===== src/rtl/lsu_pkg.sv =====
// Shared definitions for the load/store unit: width codes, FSM states and
// the access-legality rule used when a request is accepted.
package lsu_pkg;

  localparam int DATA_WIDTH = 32;

  localparam logic [2:0] F3_B  = 3'b000;
  localparam logic [2:0] F3_H  = 3'b001;
  localparam logic [2:0] F3_W  = 3'b010;
  localparam logic [2:0] F3_BU = 3'b100;
  localparam logic [2:0] F3_HU = 3'b101;

  typedef enum logic [2:0] {
    ST_IDLE,
    ST_LOAD,
    ST_RMW_READ,
    ST_WRITE,
    ST_RESP
  } state_e;

  // Unsigned width codes have no store counterpart, so they are errors for stores.
  function automatic logic access_error(input logic we, input logic [2:0] funct3,
                                        input logic [1:0] off);
    logic err;
    err = 1'b0;
    case (funct3)
      F3_B:    err = 1'b0;
      F3_H:    err = off[0];
      F3_W:    err = (off != 2'b00);
      F3_BU:   err = we;
      F3_HU:   err = we | off[0];
      default: err = 1'b1;
    endcase
    return err;
  endfunction

endpackage


===== src/rtl/lsu_align.sv =====
// Combinational lane logic: extracts/extends load data from a memory word and
// merges store bytes/halfwords into a word for read-modify-write.
module lsu_align
  import lsu_pkg::*;
(
  input  logic [DATA_WIDTH-1:0] word,
  input  logic [1:0]            byte_off,
  input  logic [2:0]            funct3,
  input  logic [DATA_WIDTH-1:0] store_data,
  output logic [DATA_WIDTH-1:0] load_data,
  output logic [DATA_WIDTH-1:0] merged
);

  logic [7:0]  byte_lane;
  logic [15:0] half_lane;

  always_comb begin
    byte_lane = word[{byte_off, 3'b000} +: 8];
    half_lane = word[{byte_off[1], 4'b0000} +: 16];

    case (funct3)
      F3_B:    load_data = {{24{byte_lane[7]}}, byte_lane};
      F3_BU:   load_data = {24'h000000, byte_lane};
      F3_H:    load_data = {{16{half_lane[15]}}, half_lane};
      F3_HU:   load_data = {16'h0000, half_lane};
      default: load_data = word;
    endcase

    merged = word;
    case (funct3)
      F3_B:    merged[{byte_off, 3'b000} +: 8] = store_data[7:0];
      F3_H:    merged[{byte_off[1], 4'b0000} +: 16] = store_data[15:0];
      default: merged = store_data;
    endcase
  end

endmodule


===== src/rtl/load_store_unit.sv =====
// RV32I load/store unit: one request at a time, sub-word stores done as
// read-modify-write against a word-wide memory with combinational read.
module load_store_unit #(
  parameter int ADDR_WIDTH = 32,
  parameter int DATA_WIDTH = 32
) (
  input  logic                  clk_i,
  input  logic                  rst_ni,
  input  logic                  req_valid_i,
  output logic                  req_ready_o,
  input  logic                  req_we_i,
  input  logic [2:0]            req_funct3_i,
  input  logic [ADDR_WIDTH-1:0] req_addr_i,
  input  logic [DATA_WIDTH-1:0] req_wdata_i,
  output logic                  resp_valid_o,
  input  logic                  resp_ready_i,
  output logic [DATA_WIDTH-1:0] resp_rdata_o,
  output logic                  resp_err_o,
  output logic                  mem_write_en_o,
  output logic [ADDR_WIDTH-1:0] mem_addr_o,
  output logic [DATA_WIDTH-1:0] mem_write_data_o,
  input  logic [DATA_WIDTH-1:0] mem_read_data_i
);

  import lsu_pkg::*;

  state_e                state_reg;
  logic [1:0]            byte_off_reg;
  logic [2:0]            funct3_reg;
  logic                  we_reg;
  logic [DATA_WIDTH-1:0] wdata_reg;
  logic [DATA_WIDTH-1:0] load_data;
  logic [DATA_WIDTH-1:0] merged_word;

  assign req_ready_o = (state_reg == ST_IDLE);

  lsu_align u_align (
    .word       (mem_read_data_i),
    .byte_off   (byte_off_reg),
    .funct3     (funct3_reg),
    .store_data (wdata_reg),
    .load_data  (load_data),
    .merged     (merged_word)
  );

  always_ff @(posedge clk_i) begin
    if (!rst_ni) begin
      state_reg        <= ST_IDLE;
      byte_off_reg     <= 2'b00;
      funct3_reg       <= 3'b000;
      we_reg           <= 1'b0;
      wdata_reg        <= '0;
      resp_valid_o     <= 1'b0;
      resp_err_o       <= 1'b0;
      resp_rdata_o     <= '0;
      mem_write_en_o   <= 1'b0;
      mem_write_data_o <= '0;
      mem_addr_o       <= '0;
    end else begin
      case (state_reg)
        ST_IDLE: begin
          if (req_valid_i) begin
            byte_off_reg <= req_addr_i[1:0];
            funct3_reg   <= req_funct3_i;
            we_reg       <= req_we_i;
            wdata_reg    <= req_wdata_i;
            mem_addr_o   <= {req_addr_i[ADDR_WIDTH-1:2], 2'b00};
            if (access_error(req_we_i, req_funct3_i, req_addr_i[1:0])) begin
              state_reg    <= ST_RESP;
              resp_valid_o <= 1'b1;
              resp_err_o   <= 1'b1;
              resp_rdata_o <= '0;
            end else if (!req_we_i) begin
              state_reg <= ST_LOAD;
            end else if (req_funct3_i == F3_W) begin
              // Full-word stores skip the read; data goes straight to the write.
              state_reg        <= ST_WRITE;
              mem_write_en_o   <= 1'b1;
              mem_write_data_o <= req_wdata_i;
            end else begin
              state_reg <= ST_RMW_READ;
            end
          end
        end
        ST_LOAD: begin
          resp_rdata_o <= we_reg ? '0 : load_data;
          resp_valid_o <= 1'b1;
          state_reg    <= ST_RESP;
        end
        ST_RMW_READ: begin
          mem_write_data_o <= merged_word;
          mem_write_en_o   <= 1'b1;
          state_reg        <= ST_WRITE;
        end
        ST_WRITE: begin
          mem_write_en_o <= 1'b0;
          resp_rdata_o   <= '0;
          resp_valid_o   <= 1'b1;
          state_reg      <= ST_RESP;
        end
        ST_RESP: begin
          if (resp_ready_i) begin
            resp_valid_o <= 1'b0;
            resp_err_o   <= 1'b0;
            resp_rdata_o <= '0;
            state_reg    <= ST_IDLE;
          end
        end
        default: state_reg <= ST_IDLE;
      endcase
    end
  end

endmodule


===== config.mk =====
export PLATFORM = sky130hd
export DESIGN_NAME = load_store_unit
export DESIGN_NICKNAME = d
export VERILOG_FILES = /design/src/rtl/lsu_pkg.sv /design/src/rtl/lsu_align.sv /design/src/rtl/load_store_unit.sv
export SDC_FILE = /design/constraint.sdc
export NUM_CORES = 1
export LEC_CHECK = 0
export ABC_AREA = 1
export ABC_CLOCK_PERIOD_IN_PS = 3150
export BUFFER_PORTS_ARGS = -buffer_cell sky130_fd_sc_hd__buf_2
export CAP_MARGIN = 20
export CELL_PAD_IN_SITES_DETAIL_PLACEMENT = 1
export CELL_PAD_IN_SITES_GLOBAL_PLACEMENT = 2
export CORE_MARGIN = 3
export CORE_UTILIZATION = 27
export CTS_CLUSTER_DIAMETER = 200
export DETAILED_ROUTE_END_ITERATION = 8
export PLACE_DENSITY = 0.8
export SLEW_MARGIN = 30
export SYNTH_ARGS = -nofsm -noshare
export SYNTH_HDL_FRONTEND = slang
export SYNTH_SLANG_ARGS = --single-unit

===== constraint.sdc =====
create_clock -name clk_i -period 3.15 [get_ports clk_i]
set_clock_uncertainty 0.2 [all_clocks]
set_input_delay 0.63 -clock clk_i [delete_from_list [all_inputs] [get_ports clk_i]]
set_output_delay 0.63 -clock clk_i [all_outputs]
set_load 0.05 [all_outputs]

==> impl_metrics.toml <==
[synth]
yosys_warnings = 0
syn_inst = 1115
syn_area_per_cell_um2 = 6.51
synth_top_cells_by_area = "dfxtp_1, a21oi_1, nand2_1"
synth_cell_types = 28
ys_seq_elements = 138
synth_top_area_share_pct = 38.0
synth_top_area_cell = "dfxtp_1"
synthesis.area_mm2 = 0.00726
seq_area_frac_synth_pct = 38.0

[worst_setup_path]
path_class = "reg -> out"
worstReg2RegStart = "byte_off_reg[0]$_SDFFE_PN0P_"
reg2reg_setup_slack_ns = 0.75
end_kind = "primary output"
cp-start-kind = "register"
cp.arrival_ns = 1.61
worstRegToRegCells = 9
worstPathRequired_ns = 2.32
r2r_end = "mem_write_data_o[0]$_SDFFE_PN0P_"
crit_fanout = 16

[power_and_ir_drop]
ir_drop_uv = 334
p_leak_nw = 4.00
power_density_mw_per_mm2 = 683

[clock_network]
clock_sinks = 138
cts_tree = "done"
clkTransAtPathRegs_ns = 0.08
cts_inserted_buffers = 17
cts_resized = 0
clockBufferDepth = 2
post_cts_buffers = 0
insertion_delay_ns = 0.44
cts_hold_buf = 0
cts_max_level = 4
root_buffer = "clkbuf_16"

[sta]
rsz0062_at_grt = "false"
holdWs_ns = 0.249
slew_headroom_pct = 38.8
tns_ns = 0
fmax_ghz = 0.409
setup_viol = 0
slew_viol_final = 0
worst_pin_slew_ns = 0.918
fin_crit_sh_pct = 77.6
period_needed_ns = 2.44
hold_viol_final = 0

[die]
start_util_pct = 27.6
die_w_um = 170
num_rows = 59
die_area_mm2 = 0.0289
num_io_pins = 204
core_area_mm2 = 0.0263
dieHeight_um = 170

[drt]
wl_met2_um = 12800
dr_wl_met3_um = 1390
drtPass1Iterations = 5
drc = 0
vias = 8121
routed_via_density = 4.99
ant_nets = 0
drt-initial-drc-count = 549
wl_um = 29200
wl_per_cell_um = 18.0
wl_met1_um = 14500
top_layer_used = "met4"

[run]
max_cap_viol_count = 0

[place]
gp_congestion = 0.856
port_buffers = 201
dpl.hpwl_um = 21700
placed_area_mm2 = 0.00851

[finish]
final_util_pct = 34.7
num_antenna_cells = 0
layout_common_cells = "a21oi_1, nand2_1, buf_2"
layout_commonest_cell = "a21oi_1"
design_area_mm2 = 0.00912
syn2layout_area_growth_pct = 25.6
num-nets-final = 1389
drive_gt1_share_pct = 21.0

[global_route]
antenna_found_initial = 0
grt-ovfl-total = 0
grt_pass1_wl_um = 46000
grt_max_degree = 80
grt_pass1_vias = 8269
grt_usage_pct = 20.1

[min_path]
min_path_cells = 3
holdPathEnd = "mem_addr_o[14]$_SDFFE_PN0P_"
min_path_type = "in -> reg"
min_from = "req_addr_i[14]"

[outcome]
status = "finished clean"
power by group:
part	internal (mW)	switching (mW)
clock network	1.07	0.972
logic	0.536	1.57
registers	1.95	0.125
synth_stat cells (all sizes together):
library cell and instances:
a21o 7, clkinv 3, clkbuf 51, nand2 235, a21oi 246, nand4 1, o211ai 6, nor3 8
nand3b 3, nand3 110, ha 5, inv 85, dfxtp 138, nor2 66, buf 27, o21ai 123
conb 1
kinds of logic (layout without fill, tap and decap cells):
logic type               Yosys count  in the layout  synth area share (%)
adder cells (fa/ha/maj)            5              5                 0.862
other                              1              2                0.0516
AND/OR/NAND/NOR                  423            423                  24.8
buffers and inverters            166            343                  9.44
flip-flops                       138            138                  38.0
AO/OA/AOI/OAI                    382            382                  26.8
critical path: stages (launching register included):
cell,delay (ns)
dfxtp_1,0.31
inv_1,0.10
nand2_4,0.08
nor2_4,0.33
buf_2,0.35
metrics by stage:
stage | total power [mW] | instances | worst slack, ns
after CTS | 6.30 | 1628 | 0.666
after global routing | 6.61 | 1628 | 0.511
after floorplan | 3.61 | 1116 | 0.717
after global placement | 4.20 | 1596 | 0.833
after detailed placement | 4.23 | 1596 | 0.803
final | 6.23 | 1628 | 0.706
final cells by class:
class | count | area [um2]
Clock buffer | 17 | 425
Timing Repair Buffer | 223 | 1180
Multi-Input combinational cell | 812 | 3820
Clock inverter | 15 | 179
Sequential cell | 138 | 2760
Tap cell | 335 | 419
Fill cell | 3443 | 17200
Inverter | 88 | 330
routing by layer:
layer | vias to the layer above | GRT usage, %
met2 | 194 | 31.1
met1 | 3840 | 28.4
li1 | 4057 | -
met3 | 30 | 4.25
met5 | - | 0
met4 | 0 | 5.71
how the worst max path moves through the flow:
stage                                       from                               end  slack, ns  depth (start not counted)
finish                 state_reg[0]$_SDFFE_PN0P_                       req_ready_o       0.71                          4
global route        byte_off_reg[0]$_SDFFE_PN0P_  mem_write_data_o[2]$_SDFFE_PN0P_       0.51                          9
CTS                    state_reg[0]$_SDFFE_PN0P_                       req_ready_o       0.67                          4
detailed placement  byte_off_reg[0]$_SDFFE_PN0P_  mem_write_data_o[0]$_SDFFE_PN0P_       0.80                          9
global placement                 req_funct3_i[0]     resp_rdata_o[17]$_SDFFE_PN0P_       0.83                          9
floorplan           byte_off_reg[0]$_SDFFE_PN0P_  mem_write_data_o[4]$_SDFFE_PN0P_       0.72                         12
Power figures use the tool's default switching activity.
